===== src/rtl/efuse_shadow_loader.sv =====
`default_nettype none
// ============================================================================
//  Module      : efuse_shadow_loader
//  Description : Assembles the eFuse autoload byte stream into a shadow
//                register, validates it with a byte count and XOR checksum,
//                and drives the registered trim bus. Supports a register
//                override of the trim bus and a software clear.
//
//  Ports:
//    clk                  system clock
//    rst                  asynchronous active-high reset
//    efuse_autoload_vld   one-cycle strobe, efuse_autoload_data valid
//    efuse_autoload_data  autoload byte, ascending address order
//    efuse_autoload_done  one-cycle strobe, autoload sequence finished
//    rg_shadow_clr        one-cycle strobe, clear shadow and flags
//    rg_ovr_en            select rg_ovr_data onto trim bus
//    rg_ovr_data          override trim value
//    trim_data            registered trim bus to consumers
//    trim_valid           shadow loaded and checksum good
//    chk_err              checksum mismatch on last load
//    cnt_err              byte count != NB on last load
//    load_cnt             bytes accepted in current/last load (sat. at 63)
//    shadow_busy          high while loading or checking
//
//  Revision    : 1.0 - initial release
// ============================================================================
module efuse_shadow_loader #(
    parameter int          NB       = 32,
    parameter logic [7:0]  CHK_SEED = 8'hA5,
    parameter int          TW       = 8 * NB
) (
    input  logic          clk,
    input  logic          rst,
    input  logic          efuse_autoload_vld,
    input  logic [7:0]    efuse_autoload_data,
    input  logic          efuse_autoload_done,
    input  logic          rg_shadow_clr,
    input  logic          rg_ovr_en,
    input  logic [TW-1:0] rg_ovr_data,
    output logic [TW-1:0] trim_data,
    output logic          trim_valid,
    output logic          chk_err,
    output logic          cnt_err,
    output logic [5:0]    load_cnt,
    output logic          shadow_busy
);

    // Pointer must be able to hold NB itself (one past the last byte).
    localparam int PW = $clog2(NB + 1);

    localparam logic [PW-1:0] c_PTR_NB   = PW'(NB);
    localparam logic [PW-1:0] c_PTR_LAST = PW'(NB - 1);
    localparam logic [PW-1:0] c_PTR_ONE  = PW'(1);
    localparam logic [5:0]    c_CNT_NB   = 6'(NB);
    localparam logic [5:0]    c_CNT_MAX  = 6'd63;

    localparam logic [2:0] c_ST_IDLE  = 3'd0;
    localparam logic [2:0] c_ST_LOAD  = 3'd1;
    localparam logic [2:0] c_ST_CHECK = 3'd2;
    localparam logic [2:0] c_ST_VALID = 3'd3;
    localparam logic [2:0] c_ST_ERR   = 3'd4;

    logic [2:0]    r_state,  w_state_nxt;
    logic [PW-1:0] r_ptr,    w_ptr_nxt;
    logic [5:0]    r_cnt,    w_cnt_nxt;
    logic [7:0]    r_chk,    w_chk_nxt;
    logic [7:0]    r_exp,    w_exp_nxt;
    logic          r_ovf,    w_ovf_nxt;
    logic          r_tv,     w_tv_nxt;
    logic          r_ce,     w_ce_nxt;
    logic          r_ne,     w_ne_nxt;
    logic [TW-1:0] r_trim;

    logic          w_wr_en;
    logic [PW-1:0] w_wr_idx;
    logic [TW-1:0] w_shadow_flat;
    logic          w_cnt_bad;
    logic          w_chk_bad;

    // ------------------------------------------------------------------------
    // Next-state / datapath control
    // ------------------------------------------------------------------------
    always_comb begin
        w_state_nxt = r_state;
        w_ptr_nxt   = r_ptr;
        w_cnt_nxt   = r_cnt;
        w_chk_nxt   = r_chk;
        w_exp_nxt   = r_exp;
        w_ovf_nxt   = r_ovf;
        w_tv_nxt    = r_tv;
        w_ce_nxt    = r_ce;
        w_ne_nxt    = r_ne;
        w_wr_en     = 1'b0;
        w_wr_idx    = r_ptr;
        w_cnt_bad   = (r_cnt != c_CNT_NB) || r_ovf;
        w_chk_bad   = !w_cnt_bad && (r_chk != r_exp);

        if (rg_shadow_clr) begin
            // Clear beats any simultaneous byte; that byte is lost.
            w_state_nxt = c_ST_IDLE;
            w_ptr_nxt   = '0;
            w_cnt_nxt   = '0;
            w_chk_nxt   = CHK_SEED;
            w_exp_nxt   = '0;
            w_ovf_nxt   = 1'b0;
            w_tv_nxt    = 1'b0;
            w_ce_nxt    = 1'b0;
            w_ne_nxt    = 1'b0;
        end else begin
            case (r_state)
                c_ST_LOAD: begin
                    if (efuse_autoload_vld) begin
                        if (r_ptr < c_PTR_NB) begin
                            w_wr_en   = 1'b1;
                            w_ptr_nxt = r_ptr + c_PTR_ONE;
                        end else begin
                            w_ovf_nxt = 1'b1;
                        end
                        if (r_ptr < c_PTR_LAST)
                            w_chk_nxt = r_chk ^ efuse_autoload_data;
                        if (r_ptr == c_PTR_LAST)
                            w_exp_nxt = efuse_autoload_data;
                        if (r_cnt != c_CNT_MAX)
                            w_cnt_nxt = r_cnt + 6'd1;
                    end
                    // A byte arriving with done has already been taken above.
                    if (efuse_autoload_done)
                        w_state_nxt = c_ST_CHECK;
                end

                default: begin
                    if (efuse_autoload_vld) begin
                        // Restart: the first byte lands at index 0 now, so the
                        // registered pointer/count already account for it.
                        // Index 0 is always a payload byte (NB >= 2).
                        w_state_nxt = efuse_autoload_done ? c_ST_CHECK : c_ST_LOAD;
                        w_wr_en     = 1'b1;
                        w_wr_idx    = '0;
                        w_ptr_nxt   = c_PTR_ONE;
                        w_cnt_nxt   = 6'd1;
                        w_chk_nxt   = CHK_SEED ^ efuse_autoload_data;
                        w_exp_nxt   = '0;
                        w_ovf_nxt   = 1'b0;
                        w_tv_nxt    = 1'b0;
                        w_ce_nxt    = 1'b0;
                        w_ne_nxt    = 1'b0;
                    end else if (r_state == c_ST_IDLE && efuse_autoload_done) begin
                        // A zero-byte load is a count error.
                        w_state_nxt = c_ST_ERR;
                        w_ne_nxt    = 1'b1;
                        w_ce_nxt    = 1'b0;
                        w_tv_nxt    = 1'b0;
                    end else if (r_state == c_ST_CHECK) begin
                        w_ne_nxt    = w_cnt_bad;
                        w_ce_nxt    = w_chk_bad;
                        w_tv_nxt    = !(w_cnt_bad || w_chk_bad);
                        w_state_nxt = (w_cnt_bad || w_chk_bad) ? c_ST_ERR : c_ST_VALID;
                    end else if (r_state > c_ST_ERR) begin
                        // Unreachable encodings recover to IDLE.
                        w_state_nxt = c_ST_IDLE;
                    end
                end
            endcase
        end
    end

    // ------------------------------------------------------------------------
    // Control registers and trim bus
    // ------------------------------------------------------------------------
    always_ff @(posedge clk or posedge rst) begin
        if (rst) begin
            r_state <= c_ST_IDLE;
            r_ptr   <= '0;
            r_cnt   <= '0;
            r_chk   <= CHK_SEED;
            r_exp   <= '0;
            r_ovf   <= 1'b0;
            r_tv    <= 1'b0;
            r_ce    <= 1'b0;
            r_ne    <= 1'b0;
            r_trim  <= '0;
        end else begin
            r_state <= w_state_nxt;
            r_ptr   <= w_ptr_nxt;
            r_cnt   <= w_cnt_nxt;
            r_chk   <= w_chk_nxt;
            r_exp   <= w_exp_nxt;
            r_ovf   <= w_ovf_nxt;
            r_tv    <= w_tv_nxt;
            r_ce    <= w_ce_nxt;
            r_ne    <= w_ne_nxt;
            // Keyed on the next valid flag so data and valid rise together;
            // the shadow is stable in CHECK, so no partial data escapes.
            if (rg_ovr_en)
                r_trim <= rg_ovr_data;
            else if (w_tv_nxt)
                r_trim <= w_shadow_flat;
            else
                r_trim <= '0;
        end
    end

    // ------------------------------------------------------------------------
    // Shadow byte storage
    // ------------------------------------------------------------------------
    for (genvar gi = 0; gi < NB; gi++) begin : g_byte
        logic [7:0] r_byte;

        always_ff @(posedge clk or posedge rst) begin
            if (rst)
                r_byte <= '0;
            else if (rg_shadow_clr)
                r_byte <= '0;
            else if (w_wr_en && (w_wr_idx == PW'(gi)))
                r_byte <= efuse_autoload_data;
        end

        assign w_shadow_flat[gi*8 +: 8] = r_byte;
    end

    assign trim_data   = r_trim;
    assign trim_valid  = r_tv;
    assign chk_err     = r_ce;
    assign cnt_err     = r_ne;
    assign load_cnt    = r_cnt;
    assign shadow_busy = (r_state == c_ST_LOAD) || (r_state == c_ST_CHECK);

endmodule
`default_nettype wire


===== config.mk =====
export PLATFORM = sky130hd
export DESIGN_NAME = efuse_shadow_loader
export DESIGN_NICKNAME = d
export VERILOG_FILES = /design/src/rtl/efuse_shadow_loader.sv
export SDC_FILE = /design/constraint.sdc
export NUM_CORES = 1
export LEC_CHECK = 0
export ABC_AREA = 1
export ABC_CLOCK_PERIOD_IN_PS = 16400
export BUFFER_PORTS_ARGS = -buffer_cell sky130_fd_sc_hd__clkbuf_2
export CORE_ASPECT_RATIO = 0.5
export CORE_MARGIN = 3
export CORE_UTILIZATION = 49
export DETAILED_ROUTE_END_ITERATION = 16
export PLACE_DENSITY = 0.76
export SLEW_MARGIN = 20
export SYNTH_ARGS = -nofsm -noshare
export SYNTH_HDL_FRONTEND = slang
export SYNTH_SLANG_ARGS = --single-unit

===== constraint.sdc =====
create_clock -name clk -period 16.4 [get_ports clk]
set_clock_uncertainty 0.05 [all_clocks]
set_input_delay 0 -clock clk [delete_from_list [all_inputs] [get_ports clk]]
set_output_delay 0 -clock clk [all_outputs]
set_load 0.05 [all_outputs]

### Yosys cells after proc, flatten, opt, wreduce, memory -nomap -nowiden

Cells that the tools add are included.

| operators by class | value |
|---|---|
| multiplexer cells | 122 |
| reductions and logical operators | 83 |
| $add $sub $neg | 2 |
| magnitude comparators | 3 |
| bitwise logic cells | 2 |
| eq/ne operators | 44 |

Operator list:

| cell | count |
|---|---|
| $mux W8 | 74 |
| $mux W256 | 2 |
| $eq A6 B5 Y1 const B | 17 |
| $mux W6 | 12 |
| $reduce_bool A2 Y1 | 33 |
| $eq A6 B4 Y1 const B | 8 |
| $logic_and A1 B1 Y1 | 34 |
| $mux W1 | 25 |
| $eq A6 B3 Y1 const B | 4 |
| $mux W3 | 8 |
| $ne A3 B3 Y1 const B | 6 |
| $reduce_and A2 Y1 | 7 |
| $add A6 B1 Y6 const B | 2 |
| $eq A6 B2 Y1 const B | 2 |
| $ne A6 B6 Y1 const B | 2 |
| $ne A8 B8 Y1 | 1 |
| $xor A8 B8 Y8 | 1 |
| $eq A6 B1 Y1 const B | 1 |
| $logic_not A6 Y1 | 1 |
| $lt A6 B5 Y1 const B | 1 |
| $lt A6 B6 Y1 const B | 1 |
| $reduce_bool A6 Y1 | 1 |
| $not A4 Y4 | 1 |
| $reduce_bool A4 Y1 | 1 |
| other kinds (8) | 11 |

| storage, ports and cells | value |
|---|---|
| bits of input ports | 270 |
| bits in registers | 547 |

### Longest topological paths before layout

| logic depth | value |
|---|---|
| word-level depth | 13 |
| gate-level depth with buffers | 13 |
| mapped depth without buffers | 11 |

### Worst setup path before layout

Ideal clock, no wire load.

| path | value |
|---|---|
| kind | register -> register |
| start | reg r_cnt[0] (netlist: load_cnt[0]) |
| end | reg r_trim[172] (netlist: trim_data[172]) |
| buffers on the path | 2 |
| slack | 14.231 ns |
| cell stages (with the launch flop) | 13 |
| clock period less this slack | 2.169 ns |
| arrival time | 2.053 ns |
| data required time | 16.284 ns |
| cell sequence | dfrtp_1 -> inv_1 -> ha_1 -> nand4_1 -> nor2_1 -> nand3_1 -> nand2_1 -> nand3_1 -> nand2_1 -> buf_2 -> buf_1 -> nand3_1 -> nand2_1 |

| between the ends | value |
|---|---|
| cells in the longest elaborated chain, start to end | 13 |

RTL lines:

| item | RTL line | text |
|---|---|---|
| start, declared | 65 | `logic [5:0] r_cnt, w_cnt_nxt;` |
| start signal, assigned | 185 | `r_cnt <= w_cnt_nxt;` |
| $ne A6 B6 Y1 * | 95 | `w_cnt_bad = (r_cnt != c_CNT_NB) \|\| r_ovf;` |
| $logic_or A1 B1 Y1 * | 95 |  |
| $logic_not A1 Y1 | 96 | `w_chk_bad = !w_cnt_bad && (r_chk != r_exp);` |
| $logic_and A1 B1 Y1 | 96 |  |
| $logic_or A1 B1 Y1 * | 156 | `w_tv_nxt = !(w_cnt_bad \|\| w_chk_bad);` |
| $logic_not A1 Y1 * | 156 |  |
| $mux W1 * | 153 | `end else if (r_state == c_ST_CHECK) begin` |
| $mux W1 * | 147 | `end else if (r_state == c_ST_IDLE && efuse_autoload_done) begin` |
| $mux W1 * | 132 | `if (efuse_autoload_vld) begin` |
| $mux W1 * | 110 | `case (r_state)` |
| $mux W1 * | 98 | `if (rg_shadow_clr) begin` |
| $mux W256 * | 196 | `else if (w_tv_nxt)` |
| $mux W256 * | 194 | `if (rg_ovr_en)` |
| end signal, assigned | 195 | `r_trim <= rg_ovr_data;` |
| end signal, assigned | 197 | `r_trim <= w_shadow_flat;` |
| end, declared | 72 | `logic [TW-1:0] r_trim;` |

Mark *: on every way between the ends. The rest lies on a longest branch, timed or not.
A chain may end at the register's enable or synchronous reset.

### Worst setup path in the final report

| path | value |
|---|---|
| start | reg r_state[0] |
| end | reg r_trim[104] (netlist: trim_data[104]) |

| between the ends | value |
|---|---|
| cells in the longest elaborated chain, start to end | 8 |

RTL lines:

| item | RTL line | text |
|---|---|---|
| start, declared | 63 | `logic [2:0] r_state, w_state_nxt;` |
| start signal, assigned | 172 | `r_state <= c_ST_IDLE;` |
| start signal, assigned | 183 | `r_state <= w_state_nxt;` |
| $eq A3 B2 Y1 / $logic_not A3 Y1 (equally long branches) | 153, 147 |  |
| $mux W1 / $logic_and A1 B1 Y1 (equally long branches) | 153, 147 |  |
| $mux W1 | 147 |  |
| $mux W1 | 132 |  |
| $mux W1 * | 110 |  |
| $mux W1 * | 98 |  |
| $mux W256 * | 196 |  |
| $mux W256 * | 194 |  |

Marks and branches as above.

==> qor.txt <==
Status: finished, violations left
Failing checks: hold timing
Hold Fails Final Rpt: 1
Period Utilization, post-route: 21.31%
Synthesized instance count: 2797
Part of the power in combinational logic: 17.5%
Relative slew slack: 27.06%
Placement row count: 55
Die boundary height: 160.3 um
Layout cells sized above 1: 18.95%
Weighted congestion at the end of routability-driven global placement: 0.8647
Required time at the worst-slack endpoint: 16.82 ns
Internal power: 0.002275 W
Clock network fraction of design power: 36.9%
Detailed-route wire length per cell: 18.06 um
Kind of capture point of the worst setup path: flop
Number of enable-type register cells in the synthesized netlist: 0
Count of pins on the block boundary: 536
Clock Latency Late Sink: 0.58 ns
Critical path class: flop to flop
Bufs on Longest Clock Path: 3
Number of violations reported at the end of detailed-routing iteration 0: 2279
Type of the tightest min-delay check: input port to flop
Number of antenna violations at the first check in global routing: 5
H-tree level count: 2
Crit-path cells: inv_1 -> nand3_1 -> inv_1 -> nor2_1 -> nor2_4 -> buf_4 -> buf_4 -> nand3_1 -> nand2_1
Core Box Area: 46110 um^2
GRT overflow: 0
Part of the total power dissipated in sequential elements: 45.5%
Drt via density: 5.259
Count of non-filler cells in the finished layout: 4226
Sum of routed wire length over all layers: 76320 um
Count of port buffers added during placement: 535
Vias in the first global route: 22840
Fmax: 0.2861 GHz
Maximum resistive drop on vdd: 0.00007299 V
Cts bufs inserted: 48
Arrival time of data at the critical path endpoint: 3.92 ns
Delay contributed by the slowest stage of the critical path: 0.85 ns
Peak fanout along the critical path: 97
Root buffer cell: sky130_fd_sc_hd__clkbuf_16
Warnings from Yosys: 0
Largest net degree at the start of global routing: 261
Clock edge transition at the registers on the reported setup and hold paths: 0.07 ns
Netlist area before placement: 23340 um^2
TritonCTS Sinks: 547
Growth of design area from synthesis to finish: 33.59%
Post-layout utilization of the core: 67.63%
Most common cell after layout, fill and taps aside: sky130_fd_sc_hd__nand2_1
Net Switching: 0.0009631 W
Setup violators final: 0
Final hold slack: -0.007176 ns
Overall global routing resource usage: 29.75%
Detailed-route via count: 22230
Mean instance size in the synthesized netlist: 8.346 um^2
Count of unresolved DRC violations after routing: 0
Total instance count after detailed placement: 3812
Total count of max-transition violations in the final report: 0
CTS tree: yes
Primary FF master, synth: sky130_fd_sc_hd__dfrtp_1
DP HPWL: 45300 um
Cell area reported after detailed placement: 26280 um^2
Wire length of the first global-routing pass: 120000 um
Leakage component of the power: 16.23 nW
Post-synthesis sequential area ratio: 58.66%
Net total in the final layout: 3828
Min cycle time layout: 3.495 ns
Worst-margin pin slew: 1.094 ns
Accumulated negative setup slack: 0 ns
Area enclosed by the die boundary: 50450 um^2
Net count of the mapped netlist: 3070
Switching fraction of total power: 29.74%
Cell at the slowest stage of the critical path: sky130_fd_sc_hd__buf_4
Share of flip-flops with an asynchronous set or reset: 100.0%
Commonest cells after routing, fill and taps aside: sky130_fd_sc_hd__nand2_1, sky130_fd_sc_hd__dfrtp_1, sky130_fd_sc_hd__clkbuf_2
1st-pass router iterations: 8
CP Launch Type: flop
Number of nets with antenna violations after detailed routing: 0
DIE WIDTH: 314.7 um
RSZ-0062 raised after global routing: false
Cell Pwr Density: 103.9 nW/um^2
Register bit total from synthesis: 547
Final standard cell area without fillers: 31180 um^2
Number of distinct library cell variants in the gate-level netlist after synthesis: 33
Total of max-cap violations: 0
Initial cell density of the core: 50.63%
==> state kept, by name, indices dropped and copies added (netlist names) <==
register,cells
g_byte.r_byte,256
trim_data,256
r_chk,8
r_exp,8
load_cnt,6
r_ptr,6
r_state,3
chk_err,1
cnt_err,1
r_ovf,1
trim_valid,1
==> kinds of logic (layout without fill, tap and decap cells) <==
kind of cell | Yosys count | after routing | synth area share, %
AND/OR/NAND/NOR | 1438 | 1438 | 25.13
flip-flops | 547 | 547 | 58.66
buffers and inverters | 478 | 1274 | 8.432
AO/OA/AOI/OAI | 318 | 318 | 7.124
XOR/XNOR | 13 | 13 | 0.4878
adder cells (fa/ha/maj) | 3 | 3 | 0.1608
other | 0 | 6 | 0
==> synth_stat cells (8+ instances only) <==
library cell,count,area (um^2)
sky130_fd_sc_hd__nand2_1,831,3119
sky130_fd_sc_hd__dfrtp_1,543,13590
sky130_fd_sc_hd__inv_1,308,1156
sky130_fd_sc_hd__nor2_1,295,1107
sky130_fd_sc_hd__nand3_1,287,1436
sky130_fd_sc_hd__o21ai_0,261,1306
sky130_fd_sc_hd__clkbuf_1,87,326.6
sky130_fd_sc_hd__buf_2,58,290.3
sky130_fd_sc_hd__o21ai_1,16,80.08
sky130_fd_sc_hd__a31oi_1,15,93.84
sky130_fd_sc_hd__buf_4,15,112.6
sky130_fd_sc_hd__a21oi_1,14,70.07
sky130_fd_sc_hd__nand2_2,9,56.30
sky130_fd_sc_hd__xor2_1,8,70.07
==> power by group through the flow <==
stage                     registers [W]  logic [W]  clock network (W)
after floorplan                 0.00162   0.000220                  0
after global placement          0.00150   0.000486                  0
after detailed placement        0.00150   0.000493                  0
after CTS                       0.00147   0.000557            0.00120
after global routing            0.00148   0.000613            0.00127
final                           0.00147   0.000567            0.00120
==> worst paths after layout <==
| kind | slack, ns | cells past startpoint | startpoint | end |
|---|---|---|---|---|
| min in group asynchronous | 0.14 | 3 | rst | trim_data[15] |
| worst max register to register | 12.90 | 9 | r_state[0] | trim_data[104] |
| worst max-delay path | 12.90 | 9 | r_state[0] | trim_data[104] |
| max in group asynchronous | 14.55 | 4 | rst | g_byte[12].r_byte[1] |
| worst min-delay path | -0.007 | 3 | rg_ovr_en | trim_data[74] |
| worst min register to register | 0.43 | 2 | g_byte[30].r_byte[2] | g_byte[30].r_byte[2] |
==> routing by layer <==
metal / global-route usage [%] / routed length, um / up-vias
met5: 0 / 0 / -
met4: 16.93 / 4665 / 0
met3: 4.333 / 4364 / 353
met2: 51.94 / 39000 / 950
met1: 35.43 / 28290 / 10760
li1: - / - / 10160
==> worst max-delay path: cells and delay by family, from the launching register on <==
kind | cells | cell delay [ns]
flops | 1 | 0.43
buf+inv | 4 | 1.58
simple gates | 5 | 1.25
==> per-stage QoR <==
| step | power [W] | setup WS [ns] |
|---|---|---|
| 5_1_grt | 0.003365 | 12.74 |
| 2_1_floorplan | 0.001843 | 1.064 |
| 6_report | 0.003239 | 12.90 |
| 4_1_cts | 0.003229 | 13.15 |
| 3_5_place_dp | 0.001991 | 13.17 |
| 3_3_place_gp | 0.001981 | 13.25 |
==> final cells by class <==
class	instances	area, um^2
fill	3478	14920
clock inverter	13	170.2
multi-input combinational	1772	7779
sequential	547	13690
timing repair buffer	877	6111
clock buffer	75	1464
tap	627	784.5
inverter	309	1167
antenna	6	15.01
==> timing repair <==
action / CTS / global route
hold buffers: 319 / 0
setup buffers: 0 / 0
resized for setup: 0 / 0
hold endpoints to repair: 402 / 0
No activity file was read; power rests on OpenSTA's default activity.
